==> config.mk <==
export PLATFORM = sky130hd
export DESIGN_NAME = phy_mgmt_sequencer
export DESIGN_NICKNAME = d
export VERILOG_FILES = /design/src/rtl/phy_mgmt_pkg.sv /design/src/rtl/phy_mgmt_timer.sv /design/src/rtl/phy_mgmt_sequencer.sv
export SDC_FILE = /design/constraint.sdc
export NUM_CORES = 1
export LEC_CHECK = 0
export CAP_MARGIN = 30
export CORE_UTILIZATION = 30
export DETAILED_ROUTE_END_ITERATION = 6
export PLACE_DENSITY_LB_ADDON = 0.12
export SETUP_SLACK_MARGIN = 0.3
export SYNTH_ARGS = -nofsm -noshare
export SYNTH_HDL_FRONTEND = slang
export SYNTH_HIERARCHICAL = 1
export SYNTH_SLANG_ARGS = --single-unit
export TNS_END_PERCENT = 20
==> constraint.sdc <==
create_clock -name clock -period 3.1 [get_ports clock]
set_input_delay 0.31 -clock clock [delete_from_list [all_inputs] [get_ports clock]]
set_output_delay 0.31 -clock clock [all_outputs]
set_load 0.01 [all_outputs]
==> src/rtl/phy_mgmt_pkg.sv <==
// Shared definitions for the PHY management sequencer: FSM and transaction
// encodings, the power-on init table, and the status register layout.
package phy_mgmt_pkg;

  typedef enum logic [2:0] {
    ST_POWERUP,
    ST_DISPATCH,
    ST_ISSUE,
    ST_BUSY,
    ST_DONE
  } state_e;

  typedef enum logic [1:0] {
    TXN_INIT,
    TXN_HOST_RD,
    TXN_HOST_WR,
    TXN_POLL
  } txn_e;

  typedef struct packed {
    logic [4:0]  addr;
    logic [15:0] data;
  } init_entry_t;

  localparam int INIT_COUNT = 2;
  localparam int INIT_IDX_W = $clog2(INIT_COUNT + 1);

  localparam logic [4:0] STATUS_REG = 5'd17;
  localparam int         LINK_BIT   = 10;
  localparam int         SPEED_HI   = 9;
  localparam int         SPEED_LO   = 8;

  localparam logic [1:0] SPEED_10   = 2'b00;
  localparam logic [1:0] SPEED_100  = 2'b01;
  localparam logic [1:0] SPEED_1000 = 2'b10;
  localparam logic [1:0] SPEED_RSVD = 2'b11;

  function automatic init_entry_t init_entry(input logic [INIT_IDX_W-1:0] idx);
    init_entry_t e;
    e = '{addr: 5'd0, data: 16'h0000};
    case (idx)
      INIT_IDX_W'(0): e = '{addr: 5'd0, data: 16'h1140};
      INIT_IDX_W'(1): e = '{addr: 5'd4, data: 16'h01E1};
      default: ;
    endcase
    return e;
  endfunction

endpackage

==> src/rtl/phy_mgmt_timer.sv <==
// Loadable down-counter with a zero flag. Stops at zero.
//   clock, reset_n : clock / async active-low reset (count clears to 0)
//   load_i         : load load_val_i this cycle (wins over counting)
//   load_val_i     : value to load
//   zero_o         : counter is at zero
module phy_mgmt_timer #(
  parameter int WIDTH = 18
) (
  input  logic             clock,
  input  logic             reset_n,
  input  logic             load_i,
  input  logic [WIDTH-1:0] load_val_i,
  output logic             zero_o
);

  logic [WIDTH-1:0] count_q;

  always_ff @(posedge clock or negedge reset_n) begin
    if (!reset_n) begin
      count_q <= '0;
    end else if (load_i) begin
      count_q <= load_val_i;
    end else if (count_q != '0) begin
      count_q <= count_q - 1'b1;
    end
  end

  assign zero_o = (count_q == '0);

endmodule

==> src/rtl/phy_mgmt_sequencer.sv <==
// PHY management sequencer: after power-up delay writes the init table,
// then serves host MDIO requests and periodically polls the PHY status.
//   clock, reset_n              : clock / async active-low reset
//   host_rd_req/host_wr_req     : level host request, held until host_ack
//   host_addr, host_wr_data     : host register address / write data
//   host_ack, host_rd_data      : one-cycle completion pulse / read result
//   mdio_*                      : request interface to the MDIO engine
//   init_done, link_up, speed   : init/status results
//   status_valid, timeout_err   : first poll completed / sticky timeout
//
// state    | meaning
// POWERUP  | waiting out the power-up delay
// DISPATCH | choosing the next transaction (init > host > poll)
// ISSUE    | request asserted, waiting for engine to go busy
// BUSY     | request dropped, waiting for engine to go idle
// DONE     | one-cycle completion: ack host / advance init / restart poll
module phy_mgmt_sequencer
  import phy_mgmt_pkg::*;
#(
  parameter int POWERUP_CYCLES = 250000,
  parameter int POLL_CYCLES    = 250000,
  parameter int TIMEOUT_CYCLES = 256
) (
  input  logic        clock,
  input  logic        reset_n,
  input  logic        host_rd_req,
  input  logic        host_wr_req,
  input  logic [4:0]  host_addr,
  input  logic [15:0] host_wr_data,
  output logic        host_ack,
  output logic [15:0] host_rd_data,
  output logic [4:0]  mdio_addr,
  output logic [15:0] mdio_wr_data,
  output logic        mdio_rd_req,
  output logic        mdio_wr_req,
  input  logic        mdio_ready,
  input  logic [15:0] mdio_rd_data,
  output logic        init_done,
  output logic        link_up,
  output logic [1:0]  speed,
  output logic        status_valid,
  output logic        timeout_err
);

  // Load values are trimmed so that the observed spacing equals the
  // parameter: power-up covers the arming cycle plus DISPATCH, the poll
  // reload covers the DONE and DISPATCH cycles, and the timeout covers the
  // ISSUE entry cycle.
  localparam int PU_W  = $clog2(POWERUP_CYCLES + 1);
  localparam int PL_W  = $clog2(POLL_CYCLES + 1);
  localparam int TO_W  = $clog2(TIMEOUT_CYCLES + 1);
  localparam logic [PU_W-1:0] PU_LOAD = PU_W'((POWERUP_CYCLES >= 2) ? POWERUP_CYCLES - 2 : 0);
  localparam logic [PL_W-1:0] PL_LOAD = PL_W'((POLL_CYCLES >= 2) ? POLL_CYCLES - 2 : 0);
  localparam logic [TO_W-1:0] TO_LOAD = TO_W'((TIMEOUT_CYCLES >= 1) ? TIMEOUT_CYCLES - 1 : 0);

  state_e                  state_q, state_d;
  txn_e                    kind_q, kind_d;
  logic [4:0]              addr_q, addr_d;
  logic [15:0]             wdata_q, wdata_d;
  logic [INIT_IDX_W-1:0]   init_idx_q, init_idx_d;
  logic                    init_done_q, init_done_d;
  logic                    pu_armed_q, pu_armed_d;
  logic [15:0]             host_rd_data_q, host_rd_data_d;
  logic                    link_up_q, link_up_d;
  logic [1:0]              speed_q, speed_d;
  logic                    status_valid_q, status_valid_d;
  logic                    timeout_err_q, timeout_err_d;

  logic        pu_load, pl_load, to_load;
  logic        pu_zero, pl_zero, to_zero;
  logic        enter_done, abort;
  logic [1:0]  raw_speed;
  init_entry_t entry;

  phy_mgmt_timer #(.WIDTH(PU_W)) u_pu_timer (
    .clock(clock), .reset_n(reset_n), .load_i(pu_load), .load_val_i(PU_LOAD), .zero_o(pu_zero));
  phy_mgmt_timer #(.WIDTH(PL_W)) u_poll_timer (
    .clock(clock), .reset_n(reset_n), .load_i(pl_load), .load_val_i(PL_LOAD), .zero_o(pl_zero));
  phy_mgmt_timer #(.WIDTH(TO_W)) u_to_timer (
    .clock(clock), .reset_n(reset_n), .load_i(to_load), .load_val_i(TO_LOAD), .zero_o(to_zero));

  always_comb begin
    state_d        = state_q;
    kind_d         = kind_q;
    addr_d         = addr_q;
    wdata_d        = wdata_q;
    init_idx_d     = init_idx_q;
    init_done_d    = init_done_q;
    pu_armed_d     = pu_armed_q;
    host_rd_data_d = host_rd_data_q;
    link_up_d      = link_up_q;
    speed_d        = speed_q;
    status_valid_d = status_valid_q;
    timeout_err_d  = timeout_err_q;
    pu_load        = 1'b0;
    pl_load        = 1'b0;
    to_load        = 1'b0;
    enter_done     = 1'b0;
    abort          = 1'b0;
    entry          = init_entry(init_idx_q);
    raw_speed      = mdio_rd_data[SPEED_HI:SPEED_LO];

    case (state_q)
      ST_POWERUP: begin
        if (!pu_armed_q) begin
          pu_load    = 1'b1;
          pu_armed_d = 1'b1;
        end else if (pu_zero) begin
          state_d = ST_DISPATCH;
        end
      end
      ST_DISPATCH: begin
        if (mdio_ready) begin
          if (!init_done_q) begin
            kind_d  = TXN_INIT;
            addr_d  = entry.addr;
            wdata_d = entry.data;
            state_d = ST_ISSUE;
          end else if (host_rd_req) begin
            kind_d  = TXN_HOST_RD;
            addr_d  = host_addr;
            wdata_d = host_wr_data;
            state_d = ST_ISSUE;
          end else if (host_wr_req) begin
            kind_d  = TXN_HOST_WR;
            addr_d  = host_addr;
            wdata_d = host_wr_data;
            state_d = ST_ISSUE;
          end else if (pl_zero) begin
            kind_d  = TXN_POLL;
            addr_d  = STATUS_REG;
            wdata_d = 16'h0000;
            state_d = ST_ISSUE;
          end
          to_load = (state_d == ST_ISSUE);
        end
      end
      ST_ISSUE: begin
        if (!mdio_ready) begin
          state_d = ST_BUSY;
        end else if (to_zero) begin
          abort = 1'b1;
        end
      end
      ST_BUSY: begin
        if (mdio_ready) begin
          enter_done = 1'b1;
        end else if (to_zero) begin
          abort = 1'b1;
        end
      end
      ST_DONE: begin
        state_d = ST_DISPATCH;
        if (kind_q == TXN_INIT) begin
          init_idx_d  = init_idx_q + 1'b1;
          init_done_d = (int'(init_idx_q) + 1 == INIT_COUNT);
        end
        if (kind_q == TXN_POLL) begin
          pl_load = 1'b1;
        end
      end
      default: state_d = ST_POWERUP;
    endcase

    // Results are captured on the way into DONE so they are already
    // visible while host_ack is high.
    if (abort) begin
      timeout_err_d = 1'b1;
      enter_done    = 1'b1;
    end
    if (enter_done) begin
      state_d = ST_DONE;
      if (kind_q == TXN_HOST_RD) begin
        host_rd_data_d = abort ? 16'hFFFF : mdio_rd_data;
      end
      if (kind_q == TXN_POLL && !abort) begin
        link_up_d      = mdio_rd_data[LINK_BIT];
        speed_d        = (raw_speed == SPEED_RSVD) ? SPEED_10 : raw_speed;
        status_valid_d = 1'b1;
      end
    end
  end

  always_ff @(posedge clock or negedge reset_n) begin
    if (!reset_n) begin
      state_q        <= ST_POWERUP;
      kind_q         <= TXN_INIT;
      addr_q         <= 5'd0;
      wdata_q        <= 16'h0000;
      init_idx_q     <= '0;
      init_done_q    <= 1'b0;
      pu_armed_q     <= 1'b0;
      host_rd_data_q <= 16'h0000;
      link_up_q      <= 1'b0;
      speed_q        <= SPEED_10;
      status_valid_q <= 1'b0;
      timeout_err_q  <= 1'b0;
    end else begin
      state_q        <= state_d;
      kind_q         <= kind_d;
      addr_q         <= addr_d;
      wdata_q        <= wdata_d;
      init_idx_q     <= init_idx_d;
      init_done_q    <= init_done_d;
      pu_armed_q     <= pu_armed_d;
      host_rd_data_q <= host_rd_data_d;
      link_up_q      <= link_up_d;
      speed_q        <= speed_d;
      status_valid_q <= status_valid_d;
      timeout_err_q  <= timeout_err_d;
    end
  end

  assign mdio_rd_req  = (state_q == ST_ISSUE) && (kind_q == TXN_HOST_RD || kind_q == TXN_POLL);
  assign mdio_wr_req  = (state_q == ST_ISSUE) && (kind_q == TXN_INIT || kind_q == TXN_HOST_WR);
  assign mdio_addr    = addr_q;
  assign mdio_wr_data = wdata_q;
  assign host_ack     = (state_q == ST_DONE) && (kind_q == TXN_HOST_RD || kind_q == TXN_HOST_WR);
  assign host_rd_data = host_rd_data_q;
  assign init_done    = init_done_q;
  assign link_up      = link_up_q;
  assign speed        = speed_q;
  assign status_valid = status_valid_q;
  assign timeout_err  = timeout_err_q;

endmodule

==> metrics.cfg <==
[sta]
hold_violations = 7
fmax_mhz = 377.8
setup_slack_ns = 0.4531
slew_headroom_pct = 55.45
whs_ns = -0.01906
rsz0062_at_grt = yes
slew_violations = 0
tns_ns = 0
period_share_pct = 85.38
worst_pin_slew_ns = 0.6683
min_period_ns = 2.647
setup_viol = 0
skew_ns = 0.01271

[place]
dp_hpwl_mm = 8.768
dp_slack_ns = 0.4137
gp_congestion = 0.7479
post-place-cells = 890
portBuffers = 87
placed_area_sq_mm = 0.006659

[detailed_routing]
dr.pass1.iters = 4
wl_per_cell_microns = 13.80
vias = 4247
vias_per_cell = 4.688
dr.first_iter.drc_count = 214
drc_errors = 0
drtAntennaViolNets = 0
routed_wl_mm = 12.50

[global_routing]
first_global_vias = 4214
grt_max_degree = 50
antenna_found_initial = 0
track_usage_pct = 14.62
grt_pass1_wl_mm = 21.16
grt.overflow.total = 0

[synthesis]
netlist_area_sq_mm = 0.005325
synth_compound_area_share_pct = 15.77
ys_warn_count = 6
synth_seq_area_share_pct = 45.11
ys_ff_latch = 96
avgSynthCellArea_sq_um = 9.735
ys.flop_type = dfrtp_1
synth.area.top_cells = dfrtp_1 (45%), mux2i_1 (7.1%), inv_1 (4.4%)
synth-edff-count = 0
synthArstFlopShare_pct = 100.0
synth_mux_area_share_pct = 8.835
netlist_instances = 547
yosysTopAreaCellShare_pct = 45.11
synthDistinctLibCells = 60
synthXorXnorAreaFrac_pct = 3.595
synthSimpleGateAreaFrac_pct = 17.79
synthAdderAreaFrac_pct = 2.115
yosysTopAreaCell = dfrtp_1
synth_top_family_by_area = simple AND/OR/NAND/NOR gates

[worst_setup_path]
path_buf_inv = 1
worstSetupPathDepth = 8
critPathMaxFanout = 38
cpPeakStageDelay_ns = 0.43
critical_path_arrival_ns = 2.87
cp_cell_sequence = nor4_2 > nand4_1 > nor2_4 > nor4b_2 > nor4_4 > buf_12 > nor3_1 > a221o_1
required_ns = 3.33
crit_type = flip-flop to flip-flop
cp_slowest_cell = nand4_1
path_delay_family = simple AND/OR/NAND/NOR gates
rr_endpoint = u_to_timer/count_q[7]
cp-end-kind = flip-flop
setup.worst_path.start_class = flip-flop
crit_end = u_to_timer/count_q[7]
reg2reg_depth = 8
ff2ff_setup_slack_ns = 0.45
critPathLaunch = u_poll_timer/count_q[16]
r2r_start = u_poll_timer/count_q[16]

[pwr]
powerDensity_mw_per_mm2 = 773.3
vdd_ir_drop_max_mv = 0.3970
power.switching_mw = 1.987
power_switching_share_pct = 37.00
power.share.sequential_pct = 40.9
clock_power_share_pct = 20.0
power.internal_mw = 3.383
p_leak_nw = 2.827
comb_power_share_pct = 39.1
p_total_mw = 5.370

[cells_and_area]
layoutNonFillerInstCount = 906
drive_gt1_share_pct = 8.517
layout_commonest_cell = dfrtp_1
synthToLayoutAreaGrowth_pct = 30.40
layout_common_cells = dfrtp_1 (96), clkdlybuf4s50_1 (86), inv_1 (63)
fin_nets = 727
fill_cells = 1672
fin_util_pct = 40.15
num_antenna_cells = 0
fin_area_sq_mm = 0.006944

[run_status]
failed_checks = negative hold slack
status = finished, violations left

[floorplan]
pin_count = 88
die_w_microns = 135.2
std_cell_rows = 48
die_h_microns = 135.2
coreArea_sq_mm = 0.01730
die-area_sq_mm = 0.01829
start_util_pct = 30.79

[clocking]
cts_buffers = 9
cts_tree = yes
htree_levels = 3
cts.sinks = 96
clock_latency_ns = 0.35
root_buffer = clkbuf_16
cts.path.max_buffers = 2
clk_transition_reported_paths_ns = 0.07

[hold_path]
hold_class = primary input to asynchronous set/reset pin

[job]
cap_violations = 0

[synth_stat cells, types with 3 or more instances]
cell       count
a21oi_1       35
o21a_1         3
nor3_2         6
a2111oi_1      4
a21boi_0       3
ha_1           9
nor3_1        17
mux2i_1       38
o31a_1         3
or3_1          7
and3_1         7
buf_4          3
a2bb2oi_1      3
o31ai_1       29
nor4_4         3
o211a_1        4
nand2b_1       6
mux2_2         8
inv_1         63
clkbuf_1      14
nor3b_1        5
or4b_1         3
buf_2          7
o21ai_0        9
nand3_1        8
nor2_1        25
nand4_1        7
dfrtp_1       96
xnor2_1       10
xor2_1        10
nand2_1       44
o22ai_1        3
nor4_1        11
o311a_1        3
a221o_1        3
[routing by layer]
layer	vias to the layer above	part of all wire, %	global-route usage [%]
met1	2036	50	19.88
met5	-	0	0
li1	2151	-	-
met3	8	3.2	3.143
met4	0	1.2	4.682
met2	52	46	23.05
[state kept, by name, summed over array words and instances, names as in the netlist, 3 cells and up]
register,flops
host_rd_data,16
u_pu_timer/count_q,18
state_q,3
u_to_timer/count_q,9
u_poll_timer/count_q,18
mdio_addr,5
mdio_wr_data,16
[logic make-up (layout without fill, tap and decap cells)]
kind of cell,count (synthesis),in the layout
other,2,45
and+or+nand+nor,166,166
muxes,46,46
adders and majority gates,9,9
AOI/OAI and AO/OA,118,118
buffers and inverters,89,180
DFF,96,96
xor gates and xnor gates,21,21
[worst reg2reg max path, cell delays in order, from the launching register on]
cell and delay [ns]:
dfrtp_1 0.42, nor4_2 0.42, nand4_1 0.43, nor2_4 0.25, nor4b_2 0.09, nor4_4 0.22
buf_12 0.28, nor3_1 0.10, a221o_1 0.32
[power by group through the flow]
stage	Clock (mW)	Sequential (mW)	Combinational, mW
floorplan	0	2.17	1.27
finish	1.07	2.20	2.10
global placement	0	2.21	2.09
CTS	1.13	2.20	2.12
detailed placement	0	2.21	2.11
global route	1.18	2.28	2.35
[cell type report]
| cell class | count | area (sq um) | share of cell area (%) |
|---|---|---|---|
| timing repair buffer | 99 | 987.2 | 14.22 |
| sequential | 96 | 2402 | 34.59 |
| multi-input combinational | 405 | 2748 | 39.57 |
| clock inverter | 6 | 52.55 | 0.7568 |
| tap | 225 | 281.5 | 4.054 |
| clock buffer | 10 | 229.0 | 3.297 |
| inverter | 65 | 244.0 | 3.514 |
[repair_timing]
action | in CTS | in global routing
buffers inserted | 0 | 0
endpoints found under the setup margin | 0 | 17
hold buffers | 0 | 0
resized for setup | 0 | 1
[worst min path at each step]
stage                       start                       end
final                     reset_n  u_poll_timer/count_q[14]
after global routing      reset_n  u_poll_timer/count_q[14]
after CTS                 reset_n  u_poll_timer/count_q[14]
after detailed placement  reset_n  u_poll_timer/count_q[14]
after global placement    reset_n  u_poll_timer/count_q[14]
after floorplan           reset_n           host_rd_data[0]
(Power assumes the default switching activity.)
